===== config.mk =====
export PLATFORM = sky130hd
export DESIGN_NAME = gb_mcu_responder
export DESIGN_NICKNAME = d
export VERILOG_FILES = /design/src/rtl/gb_mcu_responder.sv
export SDC_FILE = /design/constraint.sdc
export NUM_CORES = 1
export LEC_CHECK = 0
export CAP_MARGIN = 20
export CORE_ASPECT_RATIO = 1.5
export CORE_MARGIN = 5
export CORE_UTILIZATION = 45
export DETAILED_ROUTE_END_ITERATION = 10
export SLEW_MARGIN = 20
export SYNTH_ARGS = -nofsm -noshare
export SYNTH_HDL_FRONTEND = slang
export SYNTH_SLANG_ARGS = --single-unit

===== constraint.sdc =====
create_clock -name iClock -period 9.4 [get_ports iClock]
set_clock_uncertainty 0.05 [all_clocks]
set_input_delay 1.88 -clock iClock [delete_from_list [all_inputs] [get_ports iClock]]
set_output_delay 1.88 -clock iClock [all_outputs]
set_load 0.03 [all_outputs]

===== src/rtl/gb_mcu_responder.sv =====
`default_nettype none
// +--------------------------------------------------------------------------+
// | gb_mcu_responder: CPU memory-bus responder. Serves HRAM and IE locally,   |
// | forwards other addresses over an ext req/ack port with timeout.          |
// | Optional: GB_MCU_ECHO_RAM_EN remaps E000-FDFF to C000-DDFF externally.    |
// | Revision: 1.0                                                            |
// +--------------------------------------------------------------------------+
module gb_mcu_responder #(
  parameter int EXT_TIMEOUT = 255,
  parameter int HRAM_DEPTH  = 127
) (
  input  logic        iClock,
  input  logic        iReset,
  input  logic [15:0] iCpuAddr,
  input  logic [7:0]  iCpuData,
  input  logic        iCpuReadRequest,
  input  logic        iCpuWe,
  output logic [7:0]  oCpuData,
  output logic        oCpuDataValid,
  output logic        oExtReq,
  output logic        oExtWe,
  output logic [15:0] oExtAddr,
  output logic [7:0]  oExtData,
  input  logic [7:0]  iExtData,
  input  logic        iExtAck,
  output logic [7:0]  oIE,
  output logic        oBusError
);
  localparam int         IW        = (HRAM_DEPTH > 1) ? $clog2(HRAM_DEPTH) : 1;
  localparam logic [7:0] C_TMO_LAST = 8'(EXT_TIMEOUT - 1);

  typedef enum logic [1:0] {
    S_IDLE     = 2'd0,
    S_EXT_WAIT = 2'd1,
    S_DRAIN    = 2'd2
  } state_t;

  state_t      r_state;
  logic        r_prev_rd;
  logic [7:0]  r_cnt;
  logic        r_ext_rd;
  logic        r_wb_full;
  logic [15:0] r_wb_addr;
  logic [7:0]  r_wb_data;
  logic        r_rp_full;
  logic [15:0] r_rp_addr;
  logic [7:0]  r_hram [HRAM_DEPTH];

  logic          w_rd_edge, w_busy;
  logic          w_iss, w_iss_we, w_wb_take, w_rp_take;
  logic [15:0]   w_iss_addr, w_off;
  logic [7:0]    w_iss_data;
  logic          w_is_hram, w_is_ie, w_is_int;
  logic [IW-1:0] w_idx;
  logic          w_wb_cap, w_wb_drop, w_rp_cap, w_rp_drop, w_wb_nxt, w_rp_nxt;
  logic          w_pend_nxt;

  function automatic logic [15:0] f_ext_addr(input logic [15:0] a);
`ifdef GB_MCU_ECHO_RAM_EN
    if (a >= 16'hE000 && a <= 16'hFDFF) return a - 16'h2000;
`endif
    return a;
  endfunction

  assign w_rd_edge = iCpuReadRequest & ~r_prev_rd;
  assign w_busy    = (r_state != S_IDLE);

  // Pick the access to issue this cycle: live CPU request in IDLE, buffered write before pending read in DRAIN.
  always_comb begin
    w_iss      = 1'b0;
    w_iss_we   = 1'b0;
    w_iss_addr = iCpuAddr;
    w_iss_data = iCpuData;
    w_wb_take  = 1'b0;
    w_rp_take  = 1'b0;
    case (r_state)
      S_IDLE: begin
        if (iCpuWe) begin
          w_iss    = 1'b1;
          w_iss_we = 1'b1;
        end else if (w_rd_edge) begin
          w_iss = 1'b1;
        end
      end
      S_DRAIN: begin
        if (r_wb_full) begin
          w_iss      = 1'b1;
          w_iss_we   = 1'b1;
          w_iss_addr = r_wb_addr;
          w_iss_data = r_wb_data;
          w_wb_take  = 1'b1;
        end else if (r_rp_full) begin
          w_iss      = 1'b1;
          w_iss_addr = r_rp_addr;
          w_iss_data = 8'h00;
          w_rp_take  = 1'b1;
        end
      end
      default: ;
    endcase
  end

  assign w_off     = w_iss_addr - 16'hFF80;
  assign w_is_hram = (w_iss_addr >= 16'hFF80) && (32'(w_off) < HRAM_DEPTH);
  assign w_is_ie   = (w_iss_addr == 16'hFFFF);
  assign w_is_int  = w_is_hram | w_is_ie;
  assign w_idx     = w_off[IW-1:0];

  // A slot being drained this cycle may be refilled by a request arriving in the same cycle.
  assign w_wb_cap   = w_busy & iCpuWe;
  assign w_wb_drop  = w_wb_cap & r_wb_full & ~w_wb_take;
  assign w_rp_cap   = w_rd_edge & (w_busy | iCpuWe);
  assign w_rp_drop  = w_rp_cap & r_rp_full & ~w_rp_take;
  assign w_wb_nxt   = (r_wb_full & ~w_wb_take) | w_wb_cap;
  assign w_rp_nxt   = (r_rp_full & ~w_rp_take) | w_rp_cap;
  assign w_pend_nxt = w_wb_nxt | w_rp_nxt;

  always_ff @(posedge iClock) begin
    if (!iReset && w_iss && w_iss_we && w_is_hram) r_hram[w_idx] <= w_iss_data;
  end

  always_ff @(posedge iClock) begin
    if (iReset) begin
      r_state       <= S_IDLE;
      r_prev_rd     <= 1'b0;
      r_cnt         <= 8'd0;
      r_ext_rd      <= 1'b0;
      r_wb_full     <= 1'b0;
      r_wb_addr     <= 16'h0000;
      r_wb_data     <= 8'h00;
      r_rp_full     <= 1'b0;
      r_rp_addr     <= 16'h0000;
      oCpuData      <= 8'hFF;
      oCpuDataValid <= 1'b0;
      oExtReq       <= 1'b0;
      oExtWe        <= 1'b0;
      oExtAddr      <= 16'h0000;
      oExtData      <= 8'h00;
      oIE           <= 8'h00;
      oBusError     <= 1'b0;
    end else begin
      r_prev_rd     <= iCpuReadRequest;
      oCpuDataValid <= 1'b0;
      r_wb_full     <= w_wb_nxt;
      r_rp_full     <= w_rp_nxt;
      if (w_wb_drop | w_rp_drop) oBusError <= 1'b1;
      if (w_wb_cap & ~w_wb_drop) begin
        r_wb_addr <= iCpuAddr;
        r_wb_data <= iCpuData;
      end
      if (w_rp_cap & ~w_rp_drop) r_rp_addr <= iCpuAddr;

      case (r_state)
        S_IDLE, S_DRAIN: begin
          if (w_iss && !w_is_int) begin
            oExtReq  <= 1'b1;
            oExtWe   <= w_iss_we;
            oExtAddr <= f_ext_addr(w_iss_addr);
            oExtData <= w_iss_data;
            r_ext_rd <= ~w_iss_we;
            r_cnt    <= 8'd0;
            r_state  <= S_EXT_WAIT;
          end else begin
            if (w_iss) begin
              if (w_iss_we) begin
                if (w_is_ie) oIE <= w_iss_data;
              end else begin
                oCpuData      <= w_is_ie ? oIE : r_hram[w_idx];
                oCpuDataValid <= 1'b1;
              end
            end
            r_state <= w_pend_nxt ? S_DRAIN : S_IDLE;
          end
        end
        S_EXT_WAIT: begin
          if (iExtAck) begin
            oExtReq <= 1'b0;
            if (r_ext_rd) begin
              oCpuData      <= iExtData;
              oCpuDataValid <= 1'b1;
            end
            r_state <= w_pend_nxt ? S_DRAIN : S_IDLE;
          end else if (r_cnt == C_TMO_LAST) begin
            oExtReq   <= 1'b0;
            oBusError <= 1'b1;
            if (r_ext_rd) begin
              oCpuData      <= 8'hFF;
              oCpuDataValid <= 1'b1;
            end
            r_state <= w_pend_nxt ? S_DRAIN : S_IDLE;
          end else begin
            r_cnt <= r_cnt + 8'd1;
          end
        end
        default: r_state <= S_IDLE;
      endcase
    end
  end
endmodule
`default_nettype wire


# [Yosys cells after proc, flatten, opt, wreduce, memory -nomap -nowiden]
# Memory sizes are Yosys's and may differ from the RTL's.
# Index checks and enable logic that the tools add are counted.
[classes] n_addsub=2 multipliers=0 div_mod_pow=0 order_cmp=2 n_eq_ne=12 shifts=0 muxes=52 n_bitwise=24 reduce_logical=16
[op_table] op="$mux W8" n=14
[op_table] op="$mux W16" n=3
[op_table] op="$pmux W8 S2" n=2
[op_table] op="$mux W1" n=24
[op_table] op="$eq A16 B16 Y1 const B" n=1
[op_table] op="$ge A16 B16 Y1 const B" n=1
[op_table] op="$lt A16 B7 Y1 const B" n=1
[op_table] op="$sub A16 B16 Y16 const B" n=1
[op_table] op="$ne A2 B2 Y1 const B" n=7
[op_table] op="$and A1 B1 Y1" n=11
[op_table] op="$add A8 B1 Y8 const B" n=1
[op_table] op="$eq A8 B8 Y1 const B" n=1
[op_table] op="$mux W2" n=4
[op_table] op="$pmux W1 S2" n=4
[op_table] op="$not A1 Y1" n=7
[op_table] op="$or A1 B1 Y1" n=6
[op_table] op="$reduce_and A6 Y1" n=1
[op_table] op="$logic_and A1 B1 Y1" n=5
[op_table] op="$reduce_and A5 Y1" n=1
[op_table] op="$pmux W2 S2" n=1
[op_table] op="$reduce_and A4 Y1" n=1
[op_table] op="$reduce_bool A2 Y1" n=2
[op_table] op="$ne A3 B3 Y1 const B" n=1
[op_table] op="$reduce_and A3 Y1" n=1
[op_table] op="6 further kinds" n=7
[word_totals] reg_bits=98 latchBits=0 mem_bits_rw=1016 rom_bits=0 input_bits=37 output_inout_bits=44 word_cells=126 mem_count=1
[memory_table] name="r_hram" depth=127 word_bits=8 read_ports=1 rd_ports_with_merged_regs=0 write_ports=1 line_no="47" source="logic [7:0] r_hram [HRAM_DEPTH];"

# [Logic depth before layout (Yosys ltp)]
[depth] depth_word=11 ltp_mapped=17 ltp_nobuf=12

# [Worst setup path after synthesis]
# OpenSTA, ideal clock, no wires.
[synth_timing] path_type="input to register" from="in iCpuAddr[1]" to="mem r_hram[72][0], enable pin" arrival_ns=4.261 path_slack_ns=4.719 path_stages=9 path_cell_list="clkbuf_1 -> or3_1 -> a211oi_1 -> buf_2 -> buf_1 -> buf_1 -> nand2_1 -> clkbuf_1 -> nor2_1"
[synth_via] elab_chain_len=9 elab_cells_between_ends=10 classes_between="add/sub (1); order compare (2); mux (5); reduce/logical (2)"
[synth_lines] element="from (decl)" line_no="14" source="input logic [15:0] iCpuAddr,"
[synth_lines] element="$mux W16" line_no="92" source="end else if (r_rp_full) begin"
[synth_lines] element="$mux W16" line_no="86" source="if (r_wb_full) begin"
[synth_lines] element="$mux W16 *" line_no="76" source="case (r_state)"
[synth_lines] element="$sub A16 B16 Y16" line_no="103" source="assign w_off = w_iss_addr - 16'hFF80;"
[synth_lines] element="$lt A16 B7 Y1" line_no="104" source="assign w_is_hram = (w_iss_addr >= 16'hFF80) && (32'(w_off) < HRAM_DEPTH);"
[synth_lines] element="$logic_and A1 B1 Y1" line_no="104"
[synth_lines] element="$logic_and A1 B1 Y1" line_no="119" source="if (!iReset && w_iss && w_iss_we && w_is_hram) r_hram[w_idx] <= w_iss_data;"
[synth_lines] element="$mux W1" line_no="119"
[synth_lines] element="$mux W1 (not written as such)" line_no="119"
[synth_lines] element="to (decl)" line_no="47"
# Every way passes the cells marked *; elsewhere a longest branch is shown, timed or not.

# [Final worst setup path]
[layout_timing] from="in iCpuAddr[1]" to="mem r_hram[9][1], enable pin"
# Same word-level chain as after synthesis.

==> results.txt <==
The final-report max-slew violation count is 0. The commonest cells after synthesis are 1,016 x edfxtp_1, 292 x nand2_1, 236 x nor2_1, 169 x a21oi_1, 166 x mux2i_1. In this run the standard cell core region covers 95,650 um^2. The logs give 45.35% for the initial core utilization and 139 for the count of standard-cell rows.

The synthesized netlist devotes 0.1211% of its cell area to XOR and XNOR gates. The Yosys step of the flow raised 0 warnings. For this run, the number of standard cells in the final layout without fillers is 4,301. Summing the areas of all compound-gate instances in the mapped netlist gives 12.52% of the synthesized area.

The path type of the worst setup path was input pin to flip-flop. The routed layout has 27,280 vias. Among all stages on the critical path, the largest delay is contributed by nand2_2. The portion of synthesized cell area occupied by the leading cell type was 70.33%. The tools report the cell at the root of the clock tree as clkbuf_16.

At the placement stage, the worst setup path has a slack of 2845 ps. Setup repair after global routing left no endpoint under its margin. The last weighted congestion value of the routability-driven placer was 0.8948. No sink is reached through more buffers than the 3 on the longest clock path. The final number of hold-violating endpoints came out at 0. The flow ran to the end, and the final reports show no timing, DRC or antenna violations. The floorplan step defined a die boundary enclosing 102,800 um^2. Critical path launch point type: an input pin. Timing would allow up to 170.3 MHz.

The utilization after layout was 50.95%; the height of the chip was 390.3 um. The max-cap violation count is 0, and the average detailed-routed wire length per instance is 30.40 um. Die width: 263.5 um. The cell accounting for the most synthesized area was edfxtp_1. The number of synthesized flops with an enable pin is 1,016. The run gives 700 ps as the clock latency reported for the late side of the worst-skew pair.

The first TritonRoute pass finished after 6 iterations. Most frequent cell on the critical path: nor2_1. The first global-routing pass estimated 188.9 mm of wire. Dividing total power by cell area gives a power density of 219.8 nW/um^2. The post-synthesis share of cell area spent on and, or, nand and nor gates came out at 6.222%. Final hold analysis gives a worst-case slack of 408.2 ps.

During placement, the flow inserted port buffers numbering 80. Data arrives at the worst endpoint at 6130 ps. By area the synthesized netlist is led by edfxtp_1 70%, dfxtp_1 4.5%, mux2i_1 3.8%. CTS built an H-tree with a depth of 3. In this run the static leakage power is 15.45 nW.

For the number of distinct library cells after synthesis, the log shows 83. The net count after synthesis came out at 2,954. The proportion of layout cells with a drive suffix above 1 came out at 8.710%. For this run, the leading register cell type out of synthesis is edfxtp_1.

The count of buffers added by post-CTS timing repair for setup came out at 0. Across all setup checks in the final design, the least slack found is 3529 ps. The worst-case vdd ir drop is 141.4 uV.

Subtracting the final worst setup slack from the clock period gives 5871 ps. The post-cts repair resize count came out at 0. The quantity of hold-fixing buffers added after cts came out at 0.

The worst stage delay on the critical path came out at 900 ps. The average instance area after synthesis is 14.89 um^2. For this run the aggregate overflow at the end of global routing stands at 0. Of the synthesized area, sequential elements account for 74.85%.

After detailed placement, the design holds a cell count of 4,128. The number of nets in the layout was 2,996; the number of routed nets with antenna violations was 0. Of the available clock period, the critical path in the final layout requires 62.46%. The final setup TNS was 0 ps; the placed wire-length estimate was 77.89 mm. After Yosys synthesis, full adders, half adders and majority gates account for 0.08653% of the synthesized area.

Number of failing setup endpoints in the final timing report: 0. STA classifies the critical path endpoint as a flip-flop. For this run, design rule violations remaining after detail routing come to 0.

Clock-pin slew was measured on the worst setup and hold paths at 60 ps. By area, the combinational part of the netlist is dominated by compound AO/OA/AOI/OAI gates. I/O pin count: 81. The number of clock buffers added by TritonCTS is 95. The number of antenna violations at the first check in global routing was 2; the via count of the first global-routing pass was 26,790.

Walking the worst path, the cells encountered are clkdlybuf4s50_1 -> a21oi_1 -> a22oi_1 -> and3_4 -> nand2_1 -> o21ai_0 -> nor2_1 -> nand2_2 -> nor2_1. Relative to the synthesized area, the layout overhead comes to 12.34%. The data required time of the critical path was 9660 ps. Of all flip-flops after synthesis, the portion carrying an async set or reset was 0%.

For the DRC violation total after the first TritonRoute iteration, the log shows 3,230. After detailed routing, the total wire length is 130.8 mm. The flip-flop and latch count after synthesis was 1,114; the maximum fanout along the worst path was 35. edfxtp_1 is the most common cell in the netlist. After detailed routing, the number of vias per cell comes to 6.342. For the total routing usage reported by global routing, the log shows 24.68%. The portion of synthesized area spent on multiplexers is 4.064%. The actual transition at the worst max-transition pin is 1165 ps, and the normalized max-slew margin is 22.05%. The pin count of the biggest net entering global routing is 123. In this run the worst hold path is classified as flip-flop to flip-flop. The cell count after synthesis came out at 2,914.

The mapped netlist covers 43,380 um^2. TritonCTS built the clock tree. The number of clock sinks seen by CTS came out at 1,114.
final timing paths:
kind	from	to	slack, ps	cells after the start
worst min-delay path	r_wb_addr[6]	r_wb_addr[6]	410	2
worst max register to register	r_state[0]	r_hram[9][1]	3790	11
worst min register to register	r_wb_addr[6]	r_wb_addr[6]	410	2
worst max-delay path	iCpuAddr[1]	r_hram[9][1]	3530	9
layout make-up:
cell class / count / area (um^2)
fillers: 7917 / 46920
flip-flops and latches: 1114 / 32470
multi-input cells: 1590 / 10110
clock buffers: 115 / 2516
well taps: 1269 / 1588
repair buffers: 136 / 1286
clock inverters: 57 / 668.1
inverters: 19 / 92.59
diodes: 1 / 2.502
worst max-delay path: cells and delay by family:
family / cells / cell delay (ps)
AND/OR/NAND/NOR: 5 / 3110
buffers and inverters: 1 / 610
AO/OA/AOI/OAI: 3 / 500
per-layer routing:
metal / wire (um) / share of wire [%] / GRT usage [%]
met5: 13 / 0.0099 / 0
met4: 6886 / 5.3 / 11.73
met3: 12160 / 9.3 / 5.155
met2: 63400 / 48 / 40.81
met1: 48290 / 37 / 31.38
logic make-up (layout without fill, tap and decap cells):
group	count (synthesis)	after routing
AOI/OAI and AO/OA	771	771
xor gates and xnor gates	6	6
adders and majority gates	3	3
buffers and inverters	210	327
DFF	1114	1114
muxes	175	175
other	0	1
and+or+nand+nor	635	635
power breakdown:
group / total (W) / switching, W / internal (W)
clock network: 0.00409 / 0.00179 / 0.00230
registers: 0.00552 / 0.0000330 / 0.00549
logic: 0.00110 / 0.000788 / 0.000316
total: 0.0107 / 0.00261 / 0.00810
sequential cells by signal (all words and copies together) (netlist names), 2 cells and up:
register   flops
oCpuData       8
oExtAddr      16
oExtData       8
oIE            8
r_cnt          8
r_hram      1016
r_rp_addr     16
r_state        2
r_wb_addr     16
r_wb_data      8
layout by cell type, fill, tap and decap left out, types with 49 or more instances in the layout:
cell	synthesis	final
edfxtp_1	1016	1016
nand2_1	292	285
nor2_1	236	230
a21oi_1	169	168
mux2i_1	166	166
o21ai_0	99	99
dfxtp_1	98	98
clkbuf_16	0	97
a221oi_1	96	95
o22ai_1	84	84
clkdlybuf4s50_1	0	79
a22oi_1	57	57
a211oi_1	50	49
buf_4	3	49
metrics by stage:
step	cell area, um^2	total power (W)
after global routing	48730	0.01101
after CTS	48720	0.01075
after detailed placement	45540	0.006721
final	48730	0.01071
after floorplan	43380	0.006256
after global placement	45530	0.006712
Note: power is estimated with default switching activity, not from simulation.
==> variant (config.mk and constraints unchanged) <==
Register the output `oBusError` once more, cleared by the reset; this adds one clock of latency there. The other outputs are not delayed to match.
--- a/src/rtl/gb_mcu_responder.sv
+++ b/src/rtl/gb_mcu_responder.sv
@@ -35,6 +35,8 @@
     S_DRAIN    = 2'd2
   } state_t;
 
+  logic oBusError_s0;
+
   state_t      r_state;
   logic        r_prev_rd;
   logic [7:0]  r_cnt;
@@ -137,13 +139,13 @@
       oExtAddr      <= 16'h0000;
       oExtData      <= 8'h00;
       oIE           <= 8'h00;
-      oBusError     <= 1'b0;
+      oBusError_s0  <= 1'b0;
     end else begin
       r_prev_rd     <= iCpuReadRequest;
       oCpuDataValid <= 1'b0;
       r_wb_full     <= w_wb_nxt;
       r_rp_full     <= w_rp_nxt;
-      if (w_wb_drop | w_rp_drop) oBusError <= 1'b1;
+      if (w_wb_drop | w_rp_drop) oBusError_s0 <= 1'b1;
       if (w_wb_cap & ~w_wb_drop) begin
         r_wb_addr <= iCpuAddr;
         r_wb_data <= iCpuData;
@@ -182,7 +184,7 @@
             r_state <= w_pend_nxt ? S_DRAIN : S_IDLE;
           end else if (r_cnt == C_TMO_LAST) begin
             oExtReq   <= 1'b0;
-            oBusError <= 1'b1;
+            oBusError_s0 <= 1'b1;
             if (r_ext_rd) begin
               oCpuData      <= 8'hFF;
               oCpuDataValid <= 1'b1;
@@ -196,6 +198,14 @@
       endcase
     end
   end
+  always_ff @(posedge iClock) begin
+    if (iReset) begin
+      oBusError <= '0;
+    end else begin
+      oBusError <= oBusError_s0;
+    end
+  end
+
 endmodule
 `default_nettype wire
 
Function: not settled (the Yosys comparison gave no result); the edit may change what the design does.
==> variant against the original RTL <==
Design area rose by 0.28%. Worst setup slack worse by 160 ps. Sequential cell count is 1 higher. Fmax shrank 2.6%. Routed wire length grew 4.5%. Synthesized area increased by 0.23%. Total power about the same. Highest routed layer is now met4.
==> variant: results (changes against the original RTL) <==
- Clk slew on worst S/H paths: 70 ps
- DR pass1 iterations: 6 (unchanged)
- DRC: 0 (unchanged)
- Fill cell count: 7831 (-1.1%)
- Pin count of the biggest net entering global routing: 94 (-24%)
- Nets: 2953 (-1.4%)
- Tot GR Track Use: 0.257 (+0.0103)
- Clock Latency Late Sink: 690 ps
- Seq/Total Area, Yosys: 0.747 (-0.00124)
- Initial DRC count: 3739 (+16%)
- Status: finished clean
- Post-synth EDFFs: 1016 (unchanged)
- Max VDD drop: 144 uV (+2.0%)
- Post-Syn Nets: 2908 (-1.6%)
- Longest Clk Path Bufs: 3 (unchanged)
- Post-synth top cells: edfxtp_1, nor2_1, nand2_1, mux2i_1, a21oi_1
- Clk root buf: clkbuf_16
- Reg-to-reg slack, setup: 3790 ps (about the same)
- Layout cells sized above 1: 0.0964 (+0.00933)
- Worst path arrival time: 6300 ps (+170 ps)
- Crit share post-route: 0.642 (+0.0169)
- Yosys cell types: 85 (+2.4%)
- Initial antenna violation count: 1 (-1)
- Htree depth: 3 (unchanged)
- Post-cts sizing count: 0 (unchanged)
- Post-CTS Repair Setup Buffers: 0 (unchanged)
- Worst R2R Path Depth: 9 (-2)
- Synth warnings: 0 (unchanged)
- Dpl ws: 2700 ps (-144 ps)
- Reg-to-Reg End: r_hram[120][0]$_DFFE_PP_
- Max_slew headroom: 0.238 (+0.0180)
- Port bufs: 80 (unchanged)
- Vias per cell: 6.41 (+1.0%)
- Reg2reg start: r_wb_full$_SDFF_PP0_
- Routed WL: 137 mm (+4.5%)
- Leak pwr: 15.3 nW (-0.70%)
- Top reg by flops: r_hram
- Hold Path Class: flop to flop
- Largest cells by area after synthesis: edfxtp_1, dfxtp_1, mux2i_1
- Final HPWL DP: 83.9 mm (+7.7%)
- Async SR Flop Fraction: 0 (unchanged)
- First-pass GRT wire length: 194 mm (+2.8%)
- Num CTS Buffers: 99 (+4.2%)
- Largest register FFs: 1016 (unchanged)
- End of the worst hold path: r_rp_addr[0]$_SDFFE_PP0P_
- Top fanout value on the critical path: 26 (-26%)
- Worst hold start: r_rp_addr[0]$_SDFFE_PP0P_
- RePlAce Congestion: 0.956 (+6.8%)
- Hold Path Stages: 2 (unchanged)
## variant: worst max-delay path, cell delays in order
cell and delay [ps]:
clkdlybuf4s50_1 580, a211oi_1 400, o22a_1 190, buf_4 470, nor4_1 140, nand3b_1 240, nor4_4 680, nand2_2 860
nor2_1 830
## variant: per-layer routing
layer / global-route usage / up-vias / part of all wire
met5: 0 / - / 0
met4: 0.155 / 0 / 0.071
met3: 0.0377 / 358 / 0.077
met2: 0.434 / 1551 / 0.49
met1: 0.315 / 13900 / 0.36
li1: - / 11600 / -
## variant: cells by family (layout without fill, tap and decap cells)
kind of cell	count (synthesis)	in the layout	synth area share
AO/OA/AOI/OAI	804	804	0.132
XOR/XNOR	6	6	0.00121
adder cells (fa/ha/maj)	3	3	0.000863
buffers and inverters	214	343	0.0232
flip-flops	1115	1115	0.747
multiplexers	170	170	0.0397
other	0	2	0
AND/OR/NAND/NOR	556	556	0.0562
## variant: report_power, final
group	switching [mW]	internal, mW
Clock	1.82	2.25
Sequential	0.0598	5.49
Combinational	0.789	0.308
## variant: worst max-delay path by stage
stage,startpoint,end
floorplan,iCpuAddr[0],r_hram[96][0]$_DFFE_PP_
global placement,iCpuAddr[11],r_hram[57][4]$_DFFE_PP_
detailed placement,iCpuAddr[10],r_hram[120][3]$_DFFE_PP_
CTS,iCpuAddr[10],r_hram[120][0]$_DFFE_PP_
global route,iCpuAddr[4],r_hram[120][0]$_DFFE_PP_
finish,iCpuAddr[4],r_hram[120][0]$_DFFE_PP_
## variant: final cells by class
type	instances	area, um^2	share of cell area
clock buffer	120	2640	0.0540
antenna	2	5.00	0.000102
tap	1269	1590	0.0325
timing repair buffer	142	1310	0.0269
sequential	1115	32500	0.665
multi-input combinational	1539	10200	0.208
clock inverter	65	572	0.0117
inverter	16	97.6	0.00200
## variant: per-stage QoR
step | hold WS [ps] | std cells | area (um^2) | power, mW | util
floorplan | 382 | 2868 | 43500 | 6.25 | -
global placement | 388 | 4081 | 45600 | 6.73 | 0.476
detailed placement | 394 | 4081 | 45600 | 6.74 | 0.476
CTS | 405 | 4266 | 48900 | 10.7 | 0.510
global route | 419 | 4266 | 48900 | 11.0 | 0.510
finish | 400 | 4268 | 48900 | 10.7 | 0.510
